==> src/rtl/riscv_bitops_seq.sv <==
// Iterative POPCNT/CLZ/CTZ/BREV unit, BITS_PER_CYCLE bits per busy cycle; valid_o pulses N+1 edges after accept.
// No backpressure on the result: ready_o is high only in IDLE, and kill_i aborts in-flight work without a completion.
module riscv_bitops_seq #(
   parameter int WIDTH          = 32,
   parameter int BITS_PER_CYCLE = 8,
   parameter int OP_WIDTH       = 2
) (
   input  logic                clk,
   input  logic                rst_n,
   input  logic                enable_i,
   input  logic [OP_WIDTH-1:0] operator_i,
   input  logic [WIDTH-1:0]    operand_a_i,
   input  logic                kill_i,
   output logic                ready_o,
   output logic                valid_o,
   output logic [WIDTH-1:0]    result_o
);

   localparam int N    = WIDTH / BITS_PER_CYCLE;
   localparam int CNTW = $clog2(N) + 1;
   localparam int CW   = $clog2(WIDTH) + 1;

   localparam logic [0:0] S_IDLE = 1'b0;
   localparam logic [0:0] S_BUSY = 1'b1;

   localparam logic [OP_WIDTH-1:0] OP_POPCNT = OP_WIDTH'(0);
   localparam logic [OP_WIDTH-1:0] OP_CLZ    = OP_WIDTH'(1);
   localparam logic [OP_WIDTH-1:0] OP_CTZ    = OP_WIDTH'(2);

   generate
      if ((WIDTH < 2) || (WIDTH % BITS_PER_CYCLE != 0)) begin : g_bad_param
         $error("riscv_bitops_seq: WIDTH must be >= 2 and a multiple of BITS_PER_CYCLE");
      end
   endgenerate

   logic [0:0]          state_q,  state_d;
   logic [CNTW-1:0]     cnt_q,    cnt_d;
   logic [WIDTH-1:0]    acc_q,    acc_d;
   logic                found_q,  found_d;
   logic [OP_WIDTH-1:0] op_q,     op_d;
   logic [WIDTH-1:0]    opnd_q,   opnd_d;
   logic [WIDTH-1:0]    result_q, result_d;
   logic                valid_q,  valid_d;

   logic [CNTW-1:0]           rd_idx;
   logic [BITS_PER_CYCLE-1:0] chunk;
   logic [BITS_PER_CYCLE-1:0] chunk_rev;
   logic [CW-1:0]             chunk_pc;
   logic [CW-1:0]             chunk_lz;
   logic [CW-1:0]             chunk_tz;

   // CLZ walks the operand from the top chunk down; everything else goes LSB-first.
   always_comb begin
      rd_idx = (op_q == OP_CLZ) ? (CNTW'(N - 1) - cnt_q) : cnt_q;
      chunk  = '0;
      for (int k = 0; k < N; k++) begin
         if (rd_idx == CNTW'(k)) chunk = opnd_q[k*BITS_PER_CYCLE +: BITS_PER_CYCLE];
      end
   end

   always_comb begin
      chunk_pc  = '0;
      chunk_lz  = CW'(BITS_PER_CYCLE);
      chunk_tz  = CW'(BITS_PER_CYCLE);
      chunk_rev = '0;
      for (int b = 0; b < BITS_PER_CYCLE; b++) begin
         chunk_pc     = chunk_pc + CW'(chunk[b]);
         chunk_rev[b] = chunk[BITS_PER_CYCLE-1-b];
         if (chunk[b]) chunk_lz = CW'(BITS_PER_CYCLE - 1 - b);
      end
      for (int b = BITS_PER_CYCLE - 1; b >= 0; b--) begin
         if (chunk[b]) chunk_tz = CW'(b);
      end
   end

   always_comb begin
      state_d  = state_q;
      cnt_d    = cnt_q;
      acc_d    = acc_q;
      found_d  = found_q;
      op_d     = op_q;
      opnd_d   = opnd_q;
      result_d = result_q;
      valid_d  = 1'b0;
      case (state_q)
         S_IDLE: begin
            if (enable_i && !kill_i) begin
               state_d = S_BUSY;
               cnt_d   = '0;
               acc_d   = '0;
               found_d = 1'b0;
               op_d    = operator_i;
               opnd_d  = operand_a_i;
            end
         end
         S_BUSY: begin
            if (kill_i) begin
               state_d = S_IDLE;
            end else begin
               case (op_q)
                  OP_POPCNT: acc_d = acc_q + WIDTH'(chunk_pc);
                  OP_CLZ: begin
                     if (!found_q) begin
                        acc_d   = acc_q + WIDTH'(chunk_lz);
                        found_d = |chunk;
                     end
                  end
                  OP_CTZ: begin
                     if (!found_q) begin
                        acc_d   = acc_q + WIDTH'(chunk_tz);
                        found_d = |chunk;
                     end
                  end
                  default: begin
                     for (int k = 0; k < N; k++) begin
                        if (cnt_q == CNTW'(k)) acc_d[(N-1-k)*BITS_PER_CYCLE +: BITS_PER_CYCLE] = chunk_rev;
                     end
                  end
               endcase
               cnt_d = cnt_q + CNTW'(1);
               if (cnt_q == CNTW'(N - 1)) begin
                  state_d  = S_IDLE;
                  result_d = acc_d;
                  valid_d  = 1'b1;
               end
            end
         end
         default: state_d = S_IDLE;
      endcase
   end

   always_ff @(posedge clk or negedge rst_n) begin
      if (!rst_n) begin
         state_q  <= S_IDLE;
         cnt_q    <= '0;
         acc_q    <= '0;
         found_q  <= 1'b0;
         op_q     <= '0;
         opnd_q   <= '0;
         result_q <= '0;
         valid_q  <= 1'b0;
      end else begin
         state_q  <= state_d;
         cnt_q    <= cnt_d;
         acc_q    <= acc_d;
         found_q  <= found_d;
         op_q     <= op_d;
         opnd_q   <= opnd_d;
         result_q <= result_d;
         valid_q  <= valid_d;
      end
   end

   assign ready_o  = (state_q == S_IDLE);
   assign valid_o  = valid_q;
   assign result_o = result_q;

endmodule

==> config.mk <==
export PLATFORM = sky130hd
export DESIGN_NAME = riscv_bitops_seq
export DESIGN_NICKNAME = d
export VERILOG_FILES = /design/src/rtl/riscv_bitops_seq.sv
export SDC_FILE = /design/constraint.sdc
export NUM_CORES = 1
export LEC_CHECK = 0
export BUFFER_PORTS_ARGS = -buffer_cell sky130_fd_sc_hd__buf_2
export CAP_MARGIN = 40
export CELL_PAD_IN_SITES_DETAIL_PLACEMENT = 2
export CELL_PAD_IN_SITES_GLOBAL_PLACEMENT = 2
export CORE_MARGIN = 4
export CORE_UTILIZATION = 40
export DETAILED_ROUTE_END_ITERATION = 12
export GPL_TIMING_DRIVEN = 0
export PLACE_DENSITY_LB_ADDON = 0.1
export SLEW_MARGIN = 40
export SYNTH_ARGS = -nofsm -noshare
export SYNTH_HDL_FRONTEND = slang
export SYNTH_SLANG_ARGS = --single-unit
==> constraint.sdc <==
create_clock -name clk -period 9.2 [get_ports clk]
set_input_delay 0.46 -clock clk [delete_from_list [all_inputs] [get_ports clk]]
set_output_delay 0.46 -clock clk [all_outputs]
set_load 0.01 [all_outputs]
### After elaboration in Yosys (flattened, before gate mapping)

Index checks and enable logic that the tools add are counted.

| storage, ports and cells | value |
|---|---|
| register bits | 104 |
| input port bits | 38 |
| word-level logic and storage cells | 90 |

| cells by class | value |
|---|---|
| equality and inequality tests | 11 |
| reductions and logical operators | 11 |
| add/subtract/negate cells | 12 |
| muxes and demuxes | 46 |
| bitwise logic cells | 2 |

Operator list:

| cell | count |
|---|---|
| 2-to-1 mux 32 bit | 4 |
| adder 32 x 6 -> 32 bit | 3 |
| case mux 32 bit (3 select lines) | 1 |
| 2-to-1 mux 6 bit | 14 |
| 2-to-1 mux 8 bit | 8 |
| case mux 32 bit (2 select lines) | 1 |
| adder 6 x 1 -> 6 bit | 2 |
| equality test 3 x 2 -> 1 bit, second input constant | 4 |
| 2-to-1 mux 1 bit | 10 |
| 2-to-1 mux 3 bit | 3 |
| 2-to-1 mux 4 bit | 2 |
| OR reduction 8 bit | 1 |
| adder 5 x 1 -> 6 bit | 1 |
| equality test 3 x 1 -> 1 bit, second input constant | 2 |
| zero test 3 bit | 2 |
| case mux 3 bit (2 select lines) | 1 |
| AND reduction 3 bit | 2 |
| adder 4 x 1 -> 5 bit | 1 |
| adder 3 x 1 -> 4 bit | 1 |
| != test 2 bit, second input constant | 2 |
| case mux 1 bit (2 select lines) | 2 |
| AND reduction 2 bit | 2 |
| adder 2 x 1 -> 3 bit | 1 |
| adder 3 x 1 -> 3 bit, second input constant | 1 |
| 10 further kinds | 11 |

### Depth between registers and ports, before layout

Gate-level depths: netlist of run 1.

| depth | value |
|---|---|
| word-level depth | 20 |
| depth in mapped cells | 21 |

### Least setup slack after synthesis of run 1

Ideal clock, no wire load.

| path | value |
|---|---|
| path kind | reg2reg |
| from | reg cnt_q[0] |
| to | reg result_q[4], in the netlist result_o[4] |
| setup slack | 3.587 ns |
| library setup time | 0.065 ns |
| required time | 9.135 ns |
| arrival time | 5.548 ns |
| path buffers | 3 |
| cell stages (with the launch flop) | 22 |
| period minus slack after synthesis | 5.613 ns |
| cell sequence | dfrtp_1 buf_2 buf_4 buf_2 mux2i_1 a22oi_1 nand3b_1 inv_1 fa_1 inv_1 fa_1 xor2_1 ha_1 inv_1 fa_1 fa_1 nand2b_1 a211oi_1 nor3_1 mux2_2 a222oi_1 mux2_2 |

| on the way | value |
|---|---|
| word-level cells in the longest chain between the ends | 18 |

Ends and longest elaborated chain:

| element | RTL line | text |
|---|---|---|
| start: declaration | 37 | `logic [CNTW-1:0] cnt_q, cnt_d;` |
| start signal: assignment | 144 | `cnt_q <= cnt_d;` |
| parallel branches: the longest is 18 deep, another holds adder 5 x 1 -> 6 bit | n/a |  |
| end signal: assignment | 149 | `result_q <= result_d;` |
| end: declaration | 42 | `logic [WIDTH-1:0] result_q, result_d;` |

Parallel ways; which one is timed is not known.
A chain may end at the register's enable or synchronous reset.

### Final worst setup path of run 1

| path | value |
|---|---|
| from | reg op_q[1] |
| to | reg result_q[4], in the netlist result_o[4] |

| on the way | value |
|---|---|
| word-level cells in the longest chain between the ends | 18 |

Ends and longest elaborated chain:

| element | RTL line | text |
|---|---|---|
| start: declaration | 40 | `logic [OP_WIDTH-1:0] op_q, op_d;` |
| start signal: assignment | 147 | `op_q <= op_d;` |
| parallel branches: the longest is 17 deep, another holds adder 5 x 1 -> 6 bit | n/a |  |
| case mux 32 bit (3 select lines) * | 100 | `case (op_q)` |

Mark *: on every way between the ends.

==> results of run 1 <==
sequential cells by signal (all words and copies together) (netlist names):
name	flops
found_q	1
valid_o	1
cnt_q	3
acc_q	32
state_q	1
result_o	32
opnd_q	32
op_q	2
path summary, 6_finish.rpt:
path	start	endpoint	slack [ns]	depth (start not counted)
setup / recovery	op_q[1]	result_o[4]	1.67	21
hold / removal	operator_i[0]	op_q[0]	0.31	3
setup reg to reg	op_q[1]	result_o[4]	1.67	21
hold reg to reg	result_o[2]	result_o[2]	0.49	2
max in group asynchronous	rst_n	acc_q[7]	7.95	3
min in group asynchronous	rst_n	result_o[18]	0.56	2
final cells by class:
type | count | area (um2)
clock buffer | 9 | 225
buffer | 75 | 374
fill | 2280 | 10900
sequential | 104 | 2600
inverter | 31 | 116
multi-input combinational | 751 | 5230
tap | 270 | 338
timing repair buffer | 75 | 415
clock inverter | 7 | 93.8
layer usage:
layer	GRT usage	share of wire	up-vias
met4	0.215	0.057	2
met5	0	0.00048	-
met2	0.597	0.47	409
li1	-	-	3823
met1	0.454	0.41	4464
met3	0.0601	0.065	128
logic make-up (layout without fill, tap and decap cells):
logic type,after synthesis,after routing,share of synthesized area
AOI/OAI and AO/OA,330,330,0.275
xor gates and xnor gates,18,18,0.0191
adders and majority gates,29,29,0.0493
buffers and inverters,106,197,0.0590
DFF,104,104,0.315
muxes,68,68,0.0982
and+or+nand+nor,306,306,0.184
cells in the final DEF (no fill, tap or decap), types with 10 or more instances in the layout:
| cell | count |
|---|---|
| mux2_2 | 35 |
| mux2i_1 | 26 |
| o311ai_0 | 11 |
| clkbuf_1 | 41 |
| nand4_1 | 10 |
| ha_1 | 23 |
| a22oi_1 | 25 |
| a211oi_1 | 16 |
| nand2b_1 | 12 |
| o21ai_0 | 86 |
| nor3_1 | 28 |
| o211ai_1 | 20 |
| xnor2_1 | 13 |
| inv_1 | 28 |
| o31ai_1 | 11 |
| nand2_1 | 103 |
| a21oi_1 | 29 |
| nand3_1 | 29 |
| dfrtp_1 | 104 |
| o22ai_1 | 14 |
| buf_2 | 85 |
| nor2_1 | 56 |
| a31oi_1 | 17 |
report_power, final:
| group | switching [mW] | internal [mW] |
|---|---|---|
| Clock | 0.228 | 0.221 |
| Sequential | 0.0866 | 0.553 |
| Combinational | 0.896 | 0.465 |
| Total | 1.21 | 1.24 |
worst reg2reg max path: cells and delay by family, from the launching register on:
kind / cells / cell delay (ns)
AO/OA/AOI/OAI: 3 / 1.09
AND/OR/NAND/NOR: 4 / 1.38
buffers and inverters: 5 / 1.27
multiplexers: 2 / 0.59
XOR/XNOR: 1 / 0.19
adder cells (fa/ha/maj): 6 / 2.53
flip-flops: 1 / 0.43
stage by stage:
| stage | hold slack (ns) | cell area, um2 |
|---|---|---|
| 3_5_place_dp | 0.373 | 9050 |
| 6_report | 0.311 | 9390 |
| 5_1_grt | 0.316 | 9390 |
| 3_3_place_gp | 0.464 | 8960 |
| 2_1_floorplan | 0.164 | 8270 |
| 4_1_cts | 0.312 | 9380 |
==> impl_metrics.tcl, run 1 <==
set metrics [dict create \
    setup_tns_ns 0 \
    end_kind "flip-flop" \
    critPathMaxFanout 10 \
    yosysSeqAreaShare 0.315 \
    vias_per_cell 6.68 \
    yosys_warnings 0 \
    grt_pass1_vias 9526 \
    route.vias.total 8826 \
    vdd_drop_max_v 0.000152 \
    status "finished, final reports clean" \
    power_density_mw_per_mm2 261 \
    antenna_found_initial 1 \
    groute.usage.overall 0.365 \
    drive_gt1_frac 0.179 \
    drv_cap 0 \
    cp.required_ns 9.50 \
    ys_top_cells_by_count "dfrtp_1, nand2_1, o21ai_0" \
    route.detailed.drc 0 \
    die_area_mm2 0.0230 \
    maxSlewHeadroom 0.391 \
    insertion_delay_ns 0.38 \
    io_buffers 71 \
    dr.first_iter.drc_count 714 \
    die-width_um 152 \
    max_freq_mhz 133 \
    cts_tree "done" \
    place_congestion 0.965 \
    cts-resized-gates 0 \
    nets 1114 \
    antenna_left 0 \
    final_util 0.463 \
    antenna_cells 0 \
    holdBufCountCts 1 \
    synth_ff_type "dfrtp_1" \
    grt_overflow 0 \
    num_io_pins 72 \
    firstDrtPassIters 5 \
    finClkSkew_ns 0.0163 \
    cts.htree.levels 3 \
    synth.net_count 1028 \
    yosysMostFrequentCell "dfrtp_1" \
    yosys_register_bits 104 \
    power_mw 2.45 \
    numCtsBuffers 9 \
    synth.distinct_cells 85 \
    finalHoldViolCount 0 \
    dp_hpwl_mm 31.3 \
    synth-edff-count 0 \
    drv_slew 0 \
    rsz0062_at_grt "false" \
    synth_area_mm2 0.00827 \
    holdCritPathClass "input port to flip-flop" \
    initial_core_util 0.407 \
    grt_pass1_wl_mm 61.4 \
    tightest_slew_ns 0.906 \
    synth-async-reset-ratio 1.00 \
    final_cells 1322 \
    setup_viol 0 \
    drt-total-wl_mm 41.8 \
    synthTopCellsByArea "dfrtp_1, o21ai_0, mux2_2" \
    synth_top_area_frac 0.315 \
    power.leakage_nw 3.70 \
    crit_family "adder cells" \
    crit_chain "inv_1 -> ha_1 -> clkbuf_1 -> and2_1 -> a22oi_1 -> nand3b_1 -> inv_1 -> fa_1 -> inv_1 -> fa_1 -> xor2_1 -> ha_1 -> inv_1 -> fa_1 -> fa_1 -> nand2b_1 -> a211oi_2 -> nor3_1 -> mux2_2 -> a222oi_1 -> mux2_2" \
    pre_cts_ws_ns 1.92 \
    root_buffer "clkbuf_16" \
    cts_buffer_depth 2 \
    die_h_um 152 \
    crit_type "flip-flop to flip-flop" \
    cts.sinks 104 \
    grt_max_degree 63 \
    cp.buffers_inverters 5 \
    clk_pin_slew_ns 0.08 \
    slowest_stage "clkbuf_1" \
    yosys.area.top_type "dfrtp_1" \
    finalCritPeriodShare 0.819 \
    wl_per_cell_um 31.6 \
    start_kind "flip-flop" \
    dp_cells 1304 \
    syn_to_final_growth_pct 13.6 \
    rows 52 \
    critPathMaxStageDelay_ns 0.68 \
    coreArea_mm2 0.0203 \
    final.setup.worst_slack_ns 1.67 \
    syn_avg_cell_area_um2 8.60 \
    crit_arrival_ns 7.84 \
    fin_crit_ns 7.53 \
    syn_inst 961 \
    post_cts_buffers 0 \
]
Note: power is estimated with default switching activity, not from simulation.
==> run 2, diff against run 1 <==
- CORE_UTILIZATION: 40 -> 34
- clock period: 9.2 -> 6.3 ns (I/O delays scaled with it)
==> run 2 against run 1 <==
  * Die area rose by 17%
  * Final cell count rose by 4.2%
  * Largest cell class unchanged
  * Critical path type unchanged
  * Worst hold slack got worse by 0.16 ns
==> impl_metrics.tcl, run 2 (synthesized netlist as in run 1, its figures left out) <==
set metrics [dict create \
    p_int_mw 1.80 \
    power_density_mw_per_mm2 372 \
    cts_buffer_depth 2 \
    io_buffers 71 \
    groute.usage.overall 0.309 \
    num_io_pins 72 \
    grt_pass1_vias 9457 \
    rows 56 \
    cts.sinks 104 \
    final_util 0.405 \
    maxSlewHeadroom 0.395 \
    dr.first_iter.drc_count 752 \
    wl_per_cell_um 30.0 \
    firstDrtPassIters 5 \
    start_kind "flip-flop" \
    timing.rr.start "cnt_q[0]" \
    syn_to_final_growth_pct 15.9 \
    antenna_cells 0 \
    vdd_drop_max_v 0.000228 \
    reg2reg_slack_ns 0.22 \
    finalHoldViolCount 0 \
    die_area_mm2 0.0269 \
    final_common_cell "dfrtp_1" \
    root_buffer "clkbuf_16" \
    cts_tree "done" \
    nets 1121 \
    clock_power_share 0.170 \
    p_switching_mw 1.76 \
    cts.htree.levels 3 \
    drive_gt1_frac 0.200 \
    power.leakage_nw 3.76 \
    max_freq_mhz 165 \
    critPathMaxFanout 10 \
    min-delay-start "operator_i[0]" \
    grt_max_degree 62 \
    route.vias.total 8791 \
    cp-startpoint "cnt_q[0]" \
    insertion_delay_ns 0.37 \
    antenna_found_initial 1 \
    holdCritPathClass "input port to flip-flop" \
    drv_slew 0 \
    place_congestion 0.965 \
    route.detailed.drc 0 \
    dp_hpwl_mm 30.8 \
    vias_per_cell 6.38 \
    crit_arrival_ns 6.34 \
    drt-total-wl_mm 41.4 \
    tightest_slew_ns 0.898 \
    crit_type "flip-flop to flip-flop" \
    end_kind "flip-flop" \
    clk_pin_slew_ns 0.08 \
    cp.required_ns 6.56 \
    layout_common_cells "dfrtp_1, nand2_1, o21ai_0, buf_2, nor2_1" \
    antenna_left 0 \
    fin_crit_ns 6.08 \
    drv_cap 0 \
    die-width_um 164 \
    grt_pass1_wl_mm 62.0 \
    numCtsBuffers 9 \
    setup_viol 0 \
    pwr-share-seq 0.262 \
    coreArea_mm2 0.0237 \
    fill_cells 2736 \
    status "finished, final reports clean" \
    whs_ns 0.154 \
    swShare 0.493 \
    initial_core_util 0.349 \
    combPwrFrac 0.568 \
    finClkSkew_ns 0.0122 \
    die_h_um 164 \
    finalCritPeriodShare 0.965 \
    grt_overflow 0 \
]
## run 2: timing repair
item	4_1_cts	5_1_grt
buffers inserted	5	1
endpoints found under the hold margin	43	0
setup endpoints to repair	58	33
hold buffers	1	0
resized for setup	15	12
pin swaps	3	1
## run 2: area by class of cell
class / count / area, um2 / area share
buffer: 75 / 388 / 0.0405
sequential: 104 / 2600 / 0.272
clock buffer: 9 / 225 / 0.0235
clock inverter: 7 / 68.8 / 0.00718
timing repair buffer: 82 / 472 / 0.0492
tap: 319 / 399 / 0.0417
multi-input combinational: 751 / 5310 / 0.554
inverter: 31 / 118 / 0.0123
## run 2: worst max-delay path, stage by stage (launching register included)
cell and delay (ns):
dfrtp_1 0.39, clkbuf_4 0.24, buf_4 0.24, buf_4 0.25, mux2i_1 0.22, a22oi_1 0.15, o21ai_4 0.26, nor2_2 0.11
fa_1 0.51, inv_1 0.05, fa_1 0.48, xor2_1 0.18, ha_1 0.28, inv_1 0.06, fa_1 0.44, fa_1 0.43
nand2b_2 0.27, a21oi_4 0.25, nor2_1 0.10, a2111oi_2 0.46, a222oi_1 0.16, buf_4 0.17, mux2_2 0.25
## run 2: per-stage QoR
| stage | worst slack (ns) | total power [mW] | setup TNS, ns | cell area (um2) | cells |
|---|---|---|---|---|---|
| 4_1_cts | 0.00662 | 3.53 | 0 | 9510 | 1375 |
| 3_5_place_dp | -1.05 | 2.86 | -41.47 | 9120 | 1353 |
| 3_3_place_gp | -1.36 | 2.77 | -43.25 | 9020 | 1351 |
| 5_1_grt | -0.0262 | 3.80 | -0.0262 | 9580 | 1378 |
| 6_report | 0.223 | 3.56 | 0 | 9580 | 1378 |
| 2_1_floorplan | 0.687 | 2.11 | 0 | 8270 | 961 |
## run 2: metal layers
metal	track usage	vias up	part of all wire
li1	-	3848	-
met1	0.398	4507	0.43
met2	0.524	342	0.48
met3	0.0412	94	0.052
met4	0.128	0	0.041
met5	0	-	0
## run 2: power groups by stage
| stage | logic (mW) | clock network, mW | registers (mW) |
|---|---|---|---|
| 2_1_floorplan | 1.18 | 0 | 0.933 |
| 3_3_place_gp | 1.84 | 0 | 0.932 |
| 3_5_place_dp | 1.91 | 0 | 0.943 |
| 4_1_cts | 1.98 | 0.619 | 0.931 |
| 5_1_grt | 2.20 | 0.642 | 0.950 |
| 6_report | 2.02 | 0.605 | 0.932 |
## run 2: final timing paths
path | depth (start not counted) | to
max | 22 | result_o[4]
min reg2reg | 2 | result_o[13]
min in group asynchronous | 2 | acc_q[11]
min | 3 | op_q[0]
max in group asynchronous | 3 | opnd_q[3]
max reg2reg | 22 | result_o[4]
==> run 3, diff against run 2 <==
- ABC_AREA: not set -> 1
- CORE_UTILIZATION: 34 -> 30
- PLACE_DENSITY: not set -> 0.77
- PLACE_DENSITY_LB_ADDON: 0.1 -> not set
==> run 3 against run 2 <==
  * Wire length shrank 2.8%
  * Clock skew up 0.0064 ns
  * Die area rose by 15%
  * Synthesized area rose by 1.9%
  * Worst hold slack worse by 0.0037 ns
  * Non-clock buffer count is 29 lower
  * Total power grew 17%
  * Maximum frequency up 1.0%
  * Critical path depth is 9 higher
  * Design area grew 0.85%
  * Global-route usage down 5.0 points
  * Largest power group unchanged
==> impl_metrics.tcl, run 3 <==
set metrics [dict create \
    status "finished, final reports clean" \
    end_kind "flip-flop" \
    synth_ff_type "dfrtp_1" \
    synth_xor_xnor_area_share 0.00490 \
    dr.first_iter.drc_count 737 \
    synthSimpleGateAreaFrac 0.444 \
    power_density_mw_per_mm2 430 \
    die-width_um 176 \
    drt-total-wl_mm 40.2 \
    route.vias.total 9781 \
    vdd_drop_max_v 0.000173 \
    crit_family "adder cells" \
    cts.sinks 104 \
    yosys_register_bits 104 \
    place_congestion 0.948 \
    cp_common_cell "nand2_1" \
    grt_max_degree 71 \
    coreArea_mm2 0.0278 \
    syn_avg_cell_area_um2 6.32 \
    insertion_delay_ns 0.36 \
    final_cells 1800 \
    antenna_found_initial 0 \
    synth_area_mm2 0.00843 \
    synth_top_area_frac 0.309 \
    synth-async-reset-ratio 1.00 \
    critPathMaxStageDelay_ns 0.54 \
    rsz0062_at_grt "false" \
    setup_viol 0 \
    wl_per_cell_um 22.3 \
    holdCritPathClass "input port to flip-flop" \
    synth.distinct_cells 39 \
    crit_type "flip-flop to flip-flop" \
    tightest_slew_ns 0.852 \
    multi_input_area_mm2 0.00516 \
    route.detailed.drc 0 \
    slowest_stage "fa_1" \
    synth.net_count 1400 \
    cts_tree "done" \
    synth-edff-count 0 \
    synth_compound_area_frac 0.108 \
    layout_common_cells "nand2_1, nand3_1, dfrtp_1, inv_1, buf_2" \
    regArea_mm2 0.00260 \
    antenna_left 0 \
    vias_per_cell 5.43 \
    io_buffers 71 \
    cts.htree.levels 3 \
    grt_pass1_vias 10400 \
    cp.buffers_inverters 8 \
    yosysMostFrequentCell "nand2_1" \
    drive_gt1_frac 0.128 \
    finalCritPeriodShare 0.955 \
    groute.usage.overall 0.260 \
    final_common_cell "nand2_1" \
    fill_cells 3471 \
    final_util 0.348 \
    dp_cells 1783 \
    dp_hpwl_mm 31.3 \
    numCtsBuffers 9 \
    rows 61 \
    grt_pass1_wl_mm 61.8 \
    die_h_um 176 \
    root_buffer "clkbuf_16" \
    synth_top_family_by_area "simple AND/OR/NAND/NOR gates" \
    synthMuxAreaShare 0 \
    start_kind "flip-flop" \
    synthTopCellsByArea "dfrtp_1, nand2_1, nand3_1" \
    max_freq_mhz 166 \
    drv_cap 0 \
    crit_arrival_ns 6.24 \
    drv_slew 0 \
    initial_core_util 0.303 \
    yosys_warnings 0 \
    critPathMaxFanout 8 \
    yosys.area.top_type "dfrtp_1" \
    power.leakage_nw 4.95 \
    ys_top_cells_by_count "nand2_1, nand3_1, dfrtp_1" \
    yosysSeqAreaShare 0.309 \
    syn_inst 1333 \
    cts_buffer_depth 2 \
    finClkSkew_ns 0.0186 \
    firstDrtPassIters 5 \
    num_io_pins 72 \
    power_mw 4.16 \
    maxSlewHeadroom 0.432 \
    syn_to_final_growth_pct 14.6 \
    grt_overflow 0 \
    antenna_cells 0 \
    cp.required_ns 6.52 \
    fin_crit_ns 6.02 \
    finalHoldViolCount 0 \
    nets 1485 \
    synthAdderAreaFrac 0.0484 \
    die_area_mm2 0.0308 \
    clk_pin_slew_ns 0.09 \
]
run 3: cell families after synthesis:
| family | after synthesis |
|---|---|
| compound gates | 167 |
| flops | 104 |
| fa+ha+maj | 29 |
| simple gates | 860 |
| buf+inv | 170 |
| xor+xnor | 3 |
run 3: worst paths after layout:
kind	startpoint	endpoint	slack, ns	cells after the start
hold reg to reg	result_o[22]	result_o[22]	0.48	2
setup reg to reg	op_q[1]	acc_q[14]	0.28	31
max in group asynchronous	rst_n	acc_q[8]	5.20	3
setup / recovery	op_q[1]	acc_q[14]	0.28	31
min in group asynchronous	rst_n	result_o[23]	0.42	2
hold / removal	operand_a_i[15]	opnd_q[15]	0.15	3
run 3: through the flow:
step | instance area, um2 | TNS (ns) | worst slack, ns | hold slack (ns)
after CTS | 9600 | 0 | 0.0113 | 0.141
after detailed placement | 9290 | -0.934 | -0.184 | 0.210
final | 9660 | 0 | 0.283 | 0.151
after global placement | 9260 | -0.0840 | -0.0573 | 0.460
after floorplan | 8430 | 0 | 1.17 | 0.0194
after global routing | 9660 | 0 | 0.000488 | 0.154
run 3: cell type report:
| class | instances | share of cell area |
|---|---|---|
| clock inverters | 6 | 0.00570 |
| inverters | 116 | 0.0456 |
| flip-flops and latches | 104 | 0.269 |
| repair buffers | 74 | 0.0425 |
| plain buffers | 54 | 0.0306 |
| clock buffers | 9 | 0.0233 |
| well taps | 378 | 0.0490 |
| multi-input cells | 1059 | 0.534 |
run 3: repair_timing:
item                                    in CTS  in global routing
hold endpoints to repair                    34                  0
setup buffers                                0                  1
endpoints found under the setup margin       6                 30
pin swaps                                    0                  2
hold buffers                                 1                  0
gates resized for setup                      2                 12
run 3: worst register-to-register path: cells and delay by family (launching register included):
family,cells,cell delay [ns]
AND/OR/NAND/NOR,15,2.08
flip-flops,1,0.41
AO/OA/AOI/OAI,2,0.27
adder cells (fa/ha/maj),6,2.28
buffers and inverters,8,0.83
run 3: report_power, final:
part | internal [mW] | leakage (nW) | switching, mW | total, mW
clock network | 0.274 | 0.132 | 0.293 | 0.568
registers | 0.819 | 1.37 | 0.164 | 0.983
logic | 0.770 | 3.45 | 1.83 | 2.60
run 3: routing by layer:
metal  GRT usage  share of wire  vias up
met2       0.429           0.46      274
met3      0.0400          0.064       51
met5           0              0        -
met1       0.358           0.45     4943
met4      0.0650          0.023        0
li1            -              -     4513
